**config.mk**
```make
export PLATFORM = sky130hd
export DESIGN_NAME = clock_reset_seq
export DESIGN_NICKNAME = d
export VERILOG_FILES = /design/src/rtl/clock_reset_seq_pkg.sv /design/src/rtl/clock_reset_seq_lock_qualify.sv /design/src/rtl/clock_reset_seq.sv
export SDC_FILE = /design/constraint.sdc
export NUM_CORES = 1
export LEC_CHECK = 0
export BUFFER_PORTS_ARGS = -buffer_cell sky130_fd_sc_hd__buf_2
export CAP_MARGIN = 20
export CORE_MARGIN = 5
export CORE_UTILIZATION = 54
export DETAILED_ROUTE_END_ITERATION = 7
export GPL_TIMING_DRIVEN = 0
export PLACE_DENSITY = 0.72
export SKIP_LAST_GASP = 1
export SLEW_MARGIN = 20
export SYNTH_ARGS = -nofsm -noshare
export SYNTH_HDL_FRONTEND = slang
export SYNTH_SLANG_ARGS = --single-unit
```
**constraint.sdc**
```tcl
create_clock -name clkin -period 2.6 [get_ports clkin]
set_input_delay 0.39 -clock clkin [delete_from_list [all_inputs] [get_ports clkin]]
set_output_delay 0.39 -clock clkin [all_outputs]
set_load 0.03 [all_outputs]
```
**src/rtl/clock_reset_seq_pkg.sv**
```systemverilog
// Shared types for the clock-tree power-up sequencer: state encoding and the
// reset/status levels driven in each state.
package clock_reset_seq_pkg;

  localparam int unsigned STATE_W = 3;
  localparam int unsigned RETRY_W = 3;

  typedef enum logic [STATE_W-1:0] {
    S_PLL_RST  = 3'd0,
    S_WAIT_L5  = 3'd1,
    S_DIV_EN   = 3'd2,
    S_WAIT_L64 = 3'd3,
    S_SYS_REL  = 3'd4,
    S_RUN      = 3'd5,
    S_FAULT    = 3'd6
  } state_e;

  typedef struct packed {
    logic pll5x_rst;
    logic div_resetn;
    logic pll64_rst;
    logic sys_rstn;
    logic video_rstn;
    logic ready;
    logic fault;
  } rst_levels_t;

  // Output levels for a state; anything not listed keeps the fully-reset pattern.
  function automatic rst_levels_t state_levels(input state_e st);
    rst_levels_t lv;
    lv = '{pll5x_rst: 1'b1, div_resetn: 1'b0, pll64_rst: 1'b1, sys_rstn: 1'b0,
           video_rstn: 1'b0, ready: 1'b0, fault: 1'b0};
    case (st)
      S_WAIT_L5: begin
        lv.pll5x_rst = 1'b0;
      end
      S_DIV_EN: begin
        lv.pll5x_rst  = 1'b0;
        lv.div_resetn = 1'b1;
      end
      S_WAIT_L64: begin
        lv.pll5x_rst  = 1'b0;
        lv.div_resetn = 1'b1;
        lv.pll64_rst  = 1'b0;
      end
      S_SYS_REL: begin
        lv.pll5x_rst  = 1'b0;
        lv.div_resetn = 1'b1;
        lv.pll64_rst  = 1'b0;
        lv.sys_rstn   = 1'b1;
      end
      S_RUN: begin
        lv.pll5x_rst  = 1'b0;
        lv.div_resetn = 1'b1;
        lv.pll64_rst  = 1'b0;
        lv.sys_rstn   = 1'b1;
        lv.video_rstn = 1'b1;
        lv.ready      = 1'b1;
      end
      S_FAULT: begin
        lv.fault = 1'b1;
      end
      default: begin
        lv.fault = 1'b0;
      end
    endcase
    return lv;
  endfunction

endpackage

```
**src/rtl/clock_reset_seq_lock_qualify.sv**
```systemverilog
// Lock qualifier: 2-FF synchronizer plus saturating count of consecutive
// synced-high cycles; qualified is registered once the count saturates.
module clock_reset_seq_lock_qualify #(
  parameter int unsigned STABLE_CYCLES = 2700
) (
  input  logic clk_i,
  input  logic rst_ni,
  input  logic lock_i,
  input  logic clr_i,
  output logic synced_o,
  output logic qualified_o
);

  localparam int unsigned STAB_W = $clog2(STABLE_CYCLES + 1);

  logic              meta_q;
  logic              sync_q;
  logic              qual_q;
  logic              qual_d;
  logic [STAB_W-1:0] stab_q;
  logic [STAB_W-1:0] stab_d;

  // A lock reported by a PLL that is still held in reset means nothing, so clr_i restarts the count.
  always_comb begin
    stab_d = stab_q;
    qual_d = 1'b0;
    if (clr_i || !sync_q) begin
      stab_d = '0;
    end else if (stab_q != STAB_W'(STABLE_CYCLES)) begin
      stab_d = stab_q + STAB_W'(1);
    end
    qual_d = (stab_q == STAB_W'(STABLE_CYCLES)) && !clr_i;
  end

  always_ff @(posedge clk_i) begin
    if (!rst_ni) begin
      meta_q <= 1'b0;
      sync_q <= 1'b0;
      stab_q <= '0;
      qual_q <= 1'b0;
    end else begin
      meta_q <= lock_i;
      sync_q <= meta_q;
      stab_q <= stab_d;
      qual_q <= qual_d;
    end
  end

  assign synced_o    = sync_q;
  assign qualified_o = qual_q;

endmodule

```
**src/rtl/clock_reset_seq.sv**
```systemverilog
// Clock-tree power-up/recovery sequencer: steps PLL and divider resets in order,
// qualifies each lock, releases system then video reset, retries and faults.
module clock_reset_seq
  import clock_reset_seq_pkg::*;
#(
  parameter int unsigned PLL_RST_CYCLES      = 27,
  parameter int unsigned LOCK_STABLE_CYCLES  = 2700,
  parameter int unsigned LOCK_TIMEOUT_CYCLES = 270000,
  parameter int unsigned STAGE_GAP_CYCLES    = 64,
  parameter int unsigned MAX_RETRIES         = 4,
  parameter int unsigned CNT_W               = 20
) (
  input  logic               clkin,
  input  logic               resetn,
  input  logic               lock_5x_in,
  input  logic               lock_64_in,
  output logic               pll5x_rst,
  output logic               div_resetn,
  output logic               pll64_rst,
  output logic               sys_rstn,
  output logic               video_rstn,
  output logic               ready,
  output logic               fault,
  output logic [RETRY_W-1:0] retry_cnt,
  output logic [STATE_W-1:0] state
);

  state_e             state_q;
  state_e             state_d;
  logic [CNT_W-1:0]   cnt_q;
  logic [CNT_W-1:0]   cnt_d;
  logic [RETRY_W-1:0] retry_q;
  logic [RETRY_W-1:0] retry_d;
  logic               started_q;
  logic               fail;
  rst_levels_t        lvl_q;
  rst_levels_t        lvl_d;

  logic l5_sync;
  logic l5_qual;
  logic l64_sync;
  logic l64_qual;

  clock_reset_seq_lock_qualify #(
    .STABLE_CYCLES(LOCK_STABLE_CYCLES)
  ) u_lock_5x (
    .clk_i       (clkin),
    .rst_ni      (resetn),
    .lock_i      (lock_5x_in),
    .clr_i       (lvl_q.pll5x_rst),
    .synced_o    (l5_sync),
    .qualified_o (l5_qual)
  );

  clock_reset_seq_lock_qualify #(
    .STABLE_CYCLES(LOCK_STABLE_CYCLES)
  ) u_lock_64 (
    .clk_i       (clkin),
    .rst_ni      (resetn),
    .lock_i      (lock_64_in),
    .clr_i       (lvl_q.pll64_rst),
    .synced_o    (l64_sync),
    .qualified_o (l64_qual)
  );

  // Next state: lock loss beats stage completion, qualification beats timeout.
  always_comb begin
    state_d = state_q;
    retry_d = retry_q;
    fail    = 1'b0;
    cnt_d   = (cnt_q == '1) ? cnt_q : cnt_q + CNT_W'(1);
    case (state_q)
      S_PLL_RST: begin
        if (started_q && (cnt_q == CNT_W'(PLL_RST_CYCLES - 1))) state_d = S_WAIT_L5;
      end
      S_WAIT_L5: begin
        if (l5_qual) state_d = S_DIV_EN;
        else if (cnt_q == CNT_W'(LOCK_TIMEOUT_CYCLES - 1)) fail = 1'b1;
      end
      S_DIV_EN: begin
        if (!l5_sync) fail = 1'b1;
        else if (cnt_q == CNT_W'(STAGE_GAP_CYCLES - 1)) state_d = S_WAIT_L64;
      end
      S_WAIT_L64: begin
        if (!l5_sync) fail = 1'b1;
        else if (l64_qual) state_d = S_SYS_REL;
        else if (cnt_q == CNT_W'(LOCK_TIMEOUT_CYCLES - 1)) fail = 1'b1;
      end
      S_SYS_REL: begin
        if (!l5_sync || !l64_sync) fail = 1'b1;
        else if (cnt_q == CNT_W'(STAGE_GAP_CYCLES - 1)) state_d = S_RUN;
      end
      S_RUN: begin
        if (!l5_sync || !l64_sync) fail = 1'b1;
      end
      default: begin
        state_d = state_q;
      end
    endcase

    if (fail) begin
      retry_d = retry_q + RETRY_W'(1);
      state_d = (retry_d == RETRY_W'(MAX_RETRIES)) ? S_FAULT : S_PLL_RST;
    end
    // The first cycle out of reset counts as the entry into S_PLL_RST.
    if (!started_q || (state_d != state_q)) cnt_d = '0;
    if ((state_d == S_RUN) && (state_q != S_RUN)) retry_d = '0;
    lvl_d = state_levels(state_d);
  end

  always_ff @(posedge clkin) begin
    if (!resetn) begin
      state_q   <= S_PLL_RST;
      cnt_q     <= '0;
      retry_q   <= '0;
      started_q <= 1'b0;
      lvl_q     <= state_levels(S_PLL_RST);
    end else begin
      state_q   <= state_d;
      cnt_q     <= cnt_d;
      retry_q   <= retry_d;
      started_q <= 1'b1;
      lvl_q     <= lvl_d;
    end
  end

  assign pll5x_rst  = lvl_q.pll5x_rst;
  assign div_resetn = lvl_q.div_resetn;
  assign pll64_rst  = lvl_q.pll64_rst;
  assign sys_rstn   = lvl_q.sys_rstn;
  assign video_rstn = lvl_q.video_rstn;
  assign ready      = lvl_q.ready;
  assign fault      = lvl_q.fault;
  assign retry_cnt  = retry_q;
  assign state      = state_q;

endmodule
```
==> reports/qor.txt <==
Yosys cell types: 56
CP max-delay cell: nor4_4
DR vias: 2531
Starting Density: 55.2%
Worst-path cell chain: ha_1, nand3_2, nor4_4, a31oi_4, o311ai_4, buf_6, nor3_2
Fmax: 0.452 GHz
Clock skew: 12.6 ps
Async S/R FF share, synth: 0%
Fin. Hold Viols: 0
Crit path DAT: 2450 ps
Total die area: 0.00763 sq mm
Final #Nets: 385
Resize count post-CTS: 0
Detailed Route Iter0 Violations: 106
FP Rows: 28
Setup crit end kind: flip-flop
Hold slack: 239 ps
FILL cells: 500
Crit share post-route: 85.2%
Mapped Area: 0.00323 sq mm
Final non-filler cell total: 453
Detailed placement HPWL: 4.54 mm
CTS Buf Count: 9
Psw: 430 uW
Post-layout min period: 2210 ps
Total core area: 0.00585 sq mm
Power Dens Cells: 547 mW/mm^2
Final WS setup: 386 ps
Worst-path fanout max: 10
Req. time, crit path: 2830 ps
First-pass GRT wire length: 11.5 mm
Total of warnings raised by yosys: 0
Outcome: finished clean
Comb power frac: 2.2%
Pre-CTS WS: 398 ps
# DRC: 0
Setup TNS: 0 ps
Mapped Nets: 358
Clock power frac: 48.5%
Htree depth: 3
ANT nets after route: 0
CP max stage delay: 410 ps
Startpoint Class: flip-flop
Share of layout cells above drive strength 1: 19.8%
VDD IR max: 0.400 mV
Worst-Skew Late Latency: 350 ps
DR vias/cell: 5.59
WS Path Type: flip-flop to flip-flop
Top_reg_cell synth: dfxtp_1
Gpl congestion: 0.838
Vias in the first global route: 2487
RSZ-0062 raised after global routing: false
CP Buf/Inv Count: 1
Sw Share: 21.7%
Max-cap violations: 0
Setup Buffers After CTS: 0
GRT Resource Usage Total: 19.0%
Slew at the pin with the worst max-slew slack: 732 ps
Flop pwr share: 49.3%
Num ports: 17
Final setup vio count: 0
CTS max path bufs: 2
Drt wl/cell: 14.2 um
Clock slew at reported path FFs: 80 ps
Cell family with the largest share of critical-path delay: simple AND/OR/NAND/NOR gates
Placed Instances: 437
CTS sink cnt: 63
Chip height: 87.3 um
Initial antenna violation count: 0
WL final: 6.44 mm
Post-synth EDFFs: 0
Hold buffers post-CTS: 0
Die width: 87.3 um
Area Growth Syn to Fin: 12.3%
# diodes: 0
Cell count after synthesis: 346
Relative slew margins: 50.8%
Static Leak: 0.00126 uW
Synth Register Bits: 63
IO Port Bufs: 16
First-pass detailed-route iteration total: 4
CTS tree: yes
Largest net degree at the start of global routing: 12
Syn Area/Cell: 9.33 sq um
Power Internal: 1550 uW
Grt total ovfl: 0
Fin. max-slew vios: 0
Root Buffer: clkbuf_8
Hold Crit Class: input port to flip-flop
Register area share after synthesis: 39.1%
[per-stage QoR]
step	power, uW	area [sq um]	util, %
floorplan	1030	3230	-
global route	2060	3630	62.0
global placement	1040	3400	58.2
detailed placement	1050	3400	58.2
CTS	1990	3630	62.0
finish	1980	3630	62.0
[final cells by class]
class | count | area (sq um) | share of cell area, %
Clock buffer | 11 | 141 | 3.90
Timing Repair Buffer | 16 | 80.1 | 2.21
Sequential cell | 63 | 1260 | 34.8
Clock inverter | 5 | 81.3 | 2.24
Multi-Input combinational cell | 254 | 1810 | 50.0
Buffer | 13 | 95.1 | 2.62
Inverter | 16 | 60.1 | 1.66
Tap cell | 75 | 93.8 | 2.59
[cell usage in the layout, fill, tap and decap left out, types with 8 or more instances in the layout]
cell type	n
nor3_2	16
buf_2	20
inv_1	16
nand3_1	17
xor2_1	14
clkbuf_8	10
xnor2_1	20
and3_1	14
dfxtp_1	63
ha_1	8
nor2_1	28
and2_1	9
a21oi_1	10
nor3_1	16
nand2_1	19
nand4_1	10
[synth_stat cells, drive strengths merged, types with 2 or more instances]
master	count	area, sq um
xor2	14	123
or4	2	22.5
nor2	29	116
a41oi	2	17.5
nand3	18	95.1
nand2b	6	37.5
nand4	10	62.6
o211ai	3	22.5
and4	3	27.5
a2111oi	3	40.0
dfxtp	63	1260
o311ai	2	35.0
xnor2	20	175
o21ai	4	20.0
a21oi	11	58.8
nand2	20	77.6
buf	10	83.8
nand3b	4	30.0
nor4	6	71.3
ha	8	100
or3	6	38.8
clkbuf	3	11.3
and3	14	87.6
a211oi	7	57.6
mux2i	3	30.0
inv	16	60.1
and2	9	56.3
nor3	32	240
a31oi	3	33.8
nor3b	4	30.0
[worst paths after layout]
path / depth (start not counted) / endpoint / slack (ps) / startpoint
max reg2reg: 7 / cnt_q[14]$_SDFFE_PP0P_ / 390 / cnt_q[0]$_SDFFE_PP0P_
min: 2 / u_lock_64.meta_q$_SDFF_PN0_ / 240 / lock_64_in
max: 7 / cnt_q[14]$_SDFFE_PP0P_ / 390 / cnt_q[0]$_SDFFE_PP0P_
min reg2reg: 1 / u_lock_5x.synced_o$_SDFF_PN0_ / 440 / u_lock_5x.meta_q$_SDFF_PN0_
[power by group through the flow]
stage / clock network (uW) / registers (uW) / logic [uW]
after floorplan: 0 / 1000 / 26.9
after global placement: 0 / 1000 / 43.0
after detailed placement: 0 / 1000 / 44.3
after CTS: 971 / 979 / 44.6
after global routing: 1030 / 980 / 49.3
final: 962 / 979 / 43.9
[logic make-up after synthesis]
kind of cell | count (synthesis) | share of synthesized area [%]
adders and majority gates | 8 | 3.10
and+or+nand+nor | 167 | 32.0
muxes | 3 | 0.930
DFF | 63 | 39.1
buffers and inverters | 29 | 4.80
AOI/OAI and AO/OA | 42 | 10.8
xor gates and xnor gates | 34 | 9.22
[routing by layer]
layer / track usage [%] / part of all wire [%]
met5: 0 / 0
met4: 6.28 / 1.0
met3: 4.64 / 3.1
met2: 31.8 / 49
met1: 24.0 / 47
[state kept, by name, indices dropped and copies added (netlist names), 3 cells and up]
name,flops
cnt_q,20
u_lock_5x.stab_q,12
retry_cnt,3
u_lock_64.stab_q,12
state,3
No activity file was read; power rests on OpenSTA's default activity.
